**src/rtl/pe_accumulator.sv**
```systemverilog
// Signed accumulate stage of a TPU processing element: framed product beats in, one 34-bit sum out.
// Optional clamp-on-overflow behaviour is enabled with `define SATURATE_EN (default: wrap modulo 2^ACC_W).
module pe_accumulator #(
    parameter int unsigned IN_W  = 17,
    parameter int unsigned ACC_W = 34,
    parameter int unsigned CNT_W = 8
) (
    input  logic             clk,
    input  logic             rst_n,
    input  logic             in_valid,
    output logic             in_ready,
    input  logic [IN_W-1:0]  in_data,
    input  logic             in_first,
    input  logic             in_last,
    output logic             out_valid,
    input  logic             out_ready,
    output logic [ACC_W-1:0] out_data,
    output logic [CNT_W-1:0] out_count,
    output logic             out_ovf
);

    typedef enum logic [1:0] {
        IDLE = 2'd0,
        ACC  = 2'd1,
        DONE = 2'd2
    } state_e;

    localparam logic [CNT_W-1:0] CNT_MAX = '1;
`ifdef SATURATE_EN
    localparam logic [ACC_W-1:0] SAT_POS = {1'b0, {(ACC_W-1){1'b1}}};
    localparam logic [ACC_W-1:0] SAT_NEG = {1'b1, {(ACC_W-1){1'b0}}};
`endif

    state_e             state_q, state_d;
    logic [ACC_W-1:0]   acc_q, acc_d;
    logic [CNT_W-1:0]   count_q, count_d;
    logic               ovf_q, ovf_d;
    logic               in_ready_q, out_valid_q;

    logic               accept;
    logic [ACC_W-1:0]   ext_data;
    logic [ACC_W-1:0]   sum;
    logic               add_ovf;

    assign accept   = in_valid & in_ready_q;
    assign ext_data = ACC_W'($signed(in_data));
    assign sum      = acc_q + ext_data;
    // Signed overflow: operands agree in sign, result does not.
    assign add_ovf  = (acc_q[ACC_W-1] == ext_data[ACC_W-1]) && (sum[ACC_W-1] != acc_q[ACC_W-1]);

    // Next-state and datapath update.
    always_comb begin
        state_d = state_q;
        acc_d   = acc_q;
        count_d = count_q;
        ovf_d   = ovf_q;
        unique case (state_q)
            IDLE, ACC: begin
                if (accept) begin
                    if ((state_q == IDLE) || in_first) begin
                        acc_d   = ext_data;
                        count_d = CNT_W'(1);
                        ovf_d   = 1'b0;
                    end else begin
`ifdef SATURATE_EN
                        if (add_ovf) begin
                            acc_d = acc_q[ACC_W-1] ? SAT_NEG : SAT_POS;
                        end else begin
                            acc_d = sum;
                        end
`else
                        acc_d = sum;
`endif
                        count_d = (count_q == CNT_MAX) ? count_q : count_q + CNT_W'(1);
                        ovf_d   = ovf_q | add_ovf;
                    end
                    state_d = in_last ? DONE : ACC;
                end
            end
            DONE: begin
                if (out_ready) begin
                    state_d = IDLE;
                end
            end
            default: state_d = IDLE;
        endcase
    end

    always_ff @(posedge clk or negedge rst_n) begin
        if (!rst_n) begin
            state_q     <= IDLE;
            acc_q       <= '0;
            count_q     <= '0;
            ovf_q       <= 1'b0;
            in_ready_q  <= 1'b1;
            out_valid_q <= 1'b0;
        end else begin
            state_q     <= state_d;
            acc_q       <= acc_d;
            count_q     <= count_d;
            ovf_q       <= ovf_d;
            in_ready_q  <= (state_d != DONE);
            out_valid_q <= (state_d == DONE);
        end
    end

    assign in_ready  = in_ready_q;
    assign out_valid = out_valid_q;
    assign out_data  = acc_q;
    assign out_count = count_q;
    assign out_ovf   = ovf_q;

endmodule

```
**config.mk**
```make
export PLATFORM = sky130hd
export DESIGN_NAME = pe_accumulator
export DESIGN_NICKNAME = d
export VERILOG_FILES = /design/src/rtl/pe_accumulator.sv
export SDC_FILE = /design/constraint.sdc
export NUM_CORES = 1
export LEC_CHECK = 0
export CORE_AREA = 5 5 89 91
export DETAILED_ROUTE_END_ITERATION = 12
export DIE_AREA = 0 0 94 96
export PLACE_DENSITY = 0.9
export SLEW_MARGIN = 5
export SYNTH_ARGS = -nofsm -noshare
export SYNTH_HDL_FRONTEND = slang
export SYNTH_SLANG_ARGS = --single-unit
```
**constraint.sdc**
```tcl
create_clock -name clk -period 8 [get_ports clk]
set_input_delay 1.6 -clock clk [delete_from_list [all_inputs] [get_ports clk]]
set_output_delay 1.6 -clock clk [all_outputs]
set_load 0.1 [all_outputs]
```
; ---- Word level (Yosys, flattened, before mapping)
; Index checks and enable logic that the tools add are counted.
[classes]
n_addsub = 2
multipliers = 0
div = 0
order_cmp = 0
n_eq_ne = 8
shifts = 0
mux = 8
bitwise = 2
reduce_logical = 6
[op_table]
columns = op, count
row1 = adder 34 bit, 1
row2 = two-way mux 34 bit, 1
row3 = two-way mux 8 bit, 2
row4 = adder 8 x 1 -> 8 bit (second input constant), 1
row5 = equality test 8 bit (second input constant), 1
row6 = two-way mux 2 bit, 3
row7 = equality test 2 bit (second input constant), 2
row8 = != test 2 bit (second input constant), 2
row9 = case mux 2 bit (2 select lines), 1
row10 = AND reduction 3 bit, 1
row11 = equality test 2 x 1 -> 1 bit (second input constant), 1
row12 = logical NOT 2 bit, 1
row13 = AND reduction 2 bit, 1
row14 = OR reduction 2 bit, 1
row15 = AND 1 bit, 1
row16 = equality test 1 bit, 1
row17 = logical AND 1 bit, 1
row18 = logical OR 1 bit, 1
row19 = two-way mux 1 bit, 1
row20 = != test 1 bit, 1
row21 = OR 1 bit, 1
[totals]
regBits = 47
latchBits = 0
ramBits = 0
romBits = 0
out_inout_bits = 45
word_cells = 32
n_memories = 0

; ---- Depth between registers and ports, before layout
[depth]
word_depth = 5
depth_mapped = 11
ltp_nobuf = 11

; ---- Worst setup path before layout
; OpenSTA, ideal clock, no wires.
[synth_path]
path_kind = input to register
start = input in_data[0]
end = register acc_q[28], in the netlist out_data[28]
setup_time_ps = 124
t_arrival_ps = 3924
required_time_ps = 7876
setup_slack_ps = 3952
path_stages = 11
path_cell_list = ha_1 -> fa_1 -> a21o_1 -> a21oi_1 -> o211ai_2 -> a32oi_2 -> o21ai_1 -> a211oi_2 -> o21bai_1 -> mux2i_1 -> a211o_1
[synth_via]
elab_chain_cells = 2
[synth_lines]
columns = element, line
row1 = from (decl), 12  ; input logic [IN_W-1:0] in_data,
row2 = adder 34 bit, 47  ; assign sum = acc_q + ext_data;
row3 = two-way mux 34 bit, 60  ; if ((state_q == IDLE) || in_first) begin
row4 = to (signal assigned), 92  ; acc_q <= '0;
row5 = to (signal assigned), 99  ; acc_q <= acc_d;
row6 = to (decl), 35  ; logic [ACC_W-1:0] acc_q, acc_d;
; No other way between the ends.
; A chain may end at the register's enable or synchronous reset.

; ---- Final worst setup path
; Ends and elaborated chain as after synthesis.

==> qor.txt <==
hold crit path type = register to register
post-synthesis xor/xnor area fraction = 6.45%
Worst-Margin Slew = 1.06 ns
Buf/Inv on CP = 1
register area share after synthesis = 29.9%
critical path launch point type = input pin
Synth Register Bits = 47
number of global-route vias before repair = 3,764
CTS tree = yes
CP required = 8.21 ns
Routed WL per cell = 16.7 um
Max Fclk = 218 MHz
Post-Synth Adder-Cell Area = 11.3%
gpl congestion = 0.885
status = finished, final reports clean
Num CTS Buffers = 5
H-tree level count = 2
register clock-pin slew on the reported worst setup and hold paths = 0.10 ns
gr ovfl total = 0
largest family of logic cells by synthesized area = compound AO/OA/AOI/OAI gates
final max-slew violation count = 0
CTS resizes = 0
Core Util, Final = 67.2%
worst-skew pair later-pin latency = 0.31 ns
Routed WL = 10.5 mm
Placed Cells = 622
setup TNS = 0 ns
Clock Path Buffers = 2
die area = 9020 um2
first-pass GRT wire length = 17.7 mm
Worst Path Arrival = 4.80 ns
Root Buffer = clkbuf_8
DRC = 0
RSZ-0062 raised after global routing = false
Crit Path Category = input pin to register
Cell Area, Synth = 3940 um2
hpwl dp = 7.80 mm
Synth Area per Inst = 8.23 um2
Top FF cell, synth = dfrtp_1
initial antenna violation count = 0
crit share post-route = 57.4%
post-route insts no fill = 630
slowest cell on the critical path = clkdlybuf4s50_1
Overall Global Routing Usage = 24.1%
Post-synth EDFFs = 0
Initial Util = 55.8%
TritonRoute pass-1 iters = 5
CTS Sinks = 47
post-synthesis mux area share = 1.05%
CP endpoint kind = register
postcts setup bufs = 0
ant diodes = 0
endpoints failing setup = 0
proportion of layout cells with a drive suffix above 1 = 6.21%
routed vias/inst = 6.06
simple logic cell fraction of the synthesized area = 19.7%
Core Area = 7060 um2
min cycle time layout = 4.60 ns
P&R area growth vs syn = 20.6%
count of different cell masters after synthesis = 64
Critical Path Max Stage Delay = 0.44 ns
Max-Cap Viols = 0
Mapped Nets = 536
Synth Area in Compound Gates = 28.6%
largest net degree at the start of global routing = 48
Routed Antenna Nets = 0
clk_skew = 0.00992 ns
Port Buf Inserts = 67
die width = 94 um
fraction of registers with async set/reset = 100%
cell family with most CP delay = compound AO/OA/AOI/OAI gates
crit path cell chain = clkdlybuf4s50_1 -> ha_1 -> fa_1 -> a21o_1 -> a21oi_1 -> o211ai_2 -> a32oi_2 -> o21ai_1 -> a211oi_2 -> o21bai_1 -> mux2i_1 -> a211o_1
# IOs = 68
slew margin rel. = 29.2%
nets = 588
Die Y = 96 um
via count = 3,817
# rows = 31
Syn Inst Count = 478
CP max FO = 5
YS warnings = 0
Post-CTS Hold Fix Bufs = 0
initial DRC count = 229
Fin. Hold Viols = 0
-- routing by layer --
| layer | GRT usage [%] | part of all wire (%) |
|---|---|---|
| met1 | 31.6 | 45 |
| met2 | 41.5 | 48 |
| met3 | 3.36 | 5.0 |
| met4 | 7.46 | 2.0 |
| met5 | 0 | 0 |
-- stage by stage --
step	hold slack [ns]	cell area [um2]	worst slack (ns)
6_report	0.529	4750	3.40
5_1_grt	0.553	4750	3.26
4_1_cts	0.536	4750	3.47
3_5_place_dp	0.510	4650	3.14
3_3_place_gp	0.493	4650	3.25
2_1_floorplan	0.494	3940	3.95
-- synth_stat cells, drive strengths merged (8+ instances only) --
master | instances | area share, %
ha | 34 | 11
a21oi | 61 | 8.0
dfrtp | 46 | 29
a21o | 21 | 4.0
a31oi | 8 | 1.3
nor2 | 43 | 4.1
nand4 | 9 | 1.6
buf | 8 | 0.86
xnor2 | 14 | 3.1
clkbuf | 17 | 1.6
nand2 | 55 | 5.2
and3 | 11 | 1.8
o21ai | 41 | 5.3
xor2 | 15 | 3.3
-- tightest hold or removal path, stage by stage (launching register included) --
cell	delay, ns
dfrtp_1	0.38
nand2_1	0.05
o21ai_0	0.06
-- logic make-up (layout without fill, tap and decap cells) --
kind of cell | after synthesis | count (layout)
simple gates | 161 | 161
xor+xnor | 29 | 29
buf+inv | 30 | 83
flops | 47 | 47
mux | 4 | 4
fa+ha+maj | 35 | 35
compound gates | 172 | 172
-- final timing paths --
| kind | start | end | slack, ns | depth (start not counted) |
|---|---|---|---|---|
| max reg2reg | out_data[0]$_DFFE_PN0P_ | out_data[28]$_DFFE_PN0P_ | 4.73 | 11 |
| min | out_data[16]$_DFFE_PN0P_ | out_data[16]$_DFFE_PN0P_ | 0.53 | 2 |
| max in group asynchronous | rst_n | out_data[14]$_DFFE_PN0P_ | 5.87 | 1 |
| min reg2reg | out_data[16]$_DFFE_PN0P_ | out_data[16]$_DFFE_PN0P_ | 0.53 | 2 |
| max | in_data[0] | out_data[28]$_DFFE_PN0P_ | 3.40 | 12 |
| min in group asynchronous | rst_n | out_data[6]$_DFFE_PN0P_ | 1.46 | 1 |
-- cell usage in the layout, fill, tap and decap left out, drive strengths merged, types with 14 or more instances in the layout --
cell type and count:
a21o 21, a21oi 61, clkdlybuf4s50 66, dfrtp 46, ha 34, nand2 55
nor2 43, o21ai 41, xnor2 14, xor2 15
-- final cells by class --
type                       instances  area [um2]
multi-input combinational        401        2640
fill                             597        2310
sequential                        47        1180
timing repair buffer              70         688
tap                               99         124
clock buffer                       5        68.8
clock inverter                     3        27.5
inverter                           5        18.8
-- sequential cells by signal (all words and copies together), names as in the netlist --
register,flops
out_valid,1
out_count,8
in_ready,1
out_ovf,1
state_q,2
out_data,34
Power is not shown: default switching activity piles up to over one toggle a cycle in this logic, so the estimate is an artifact.
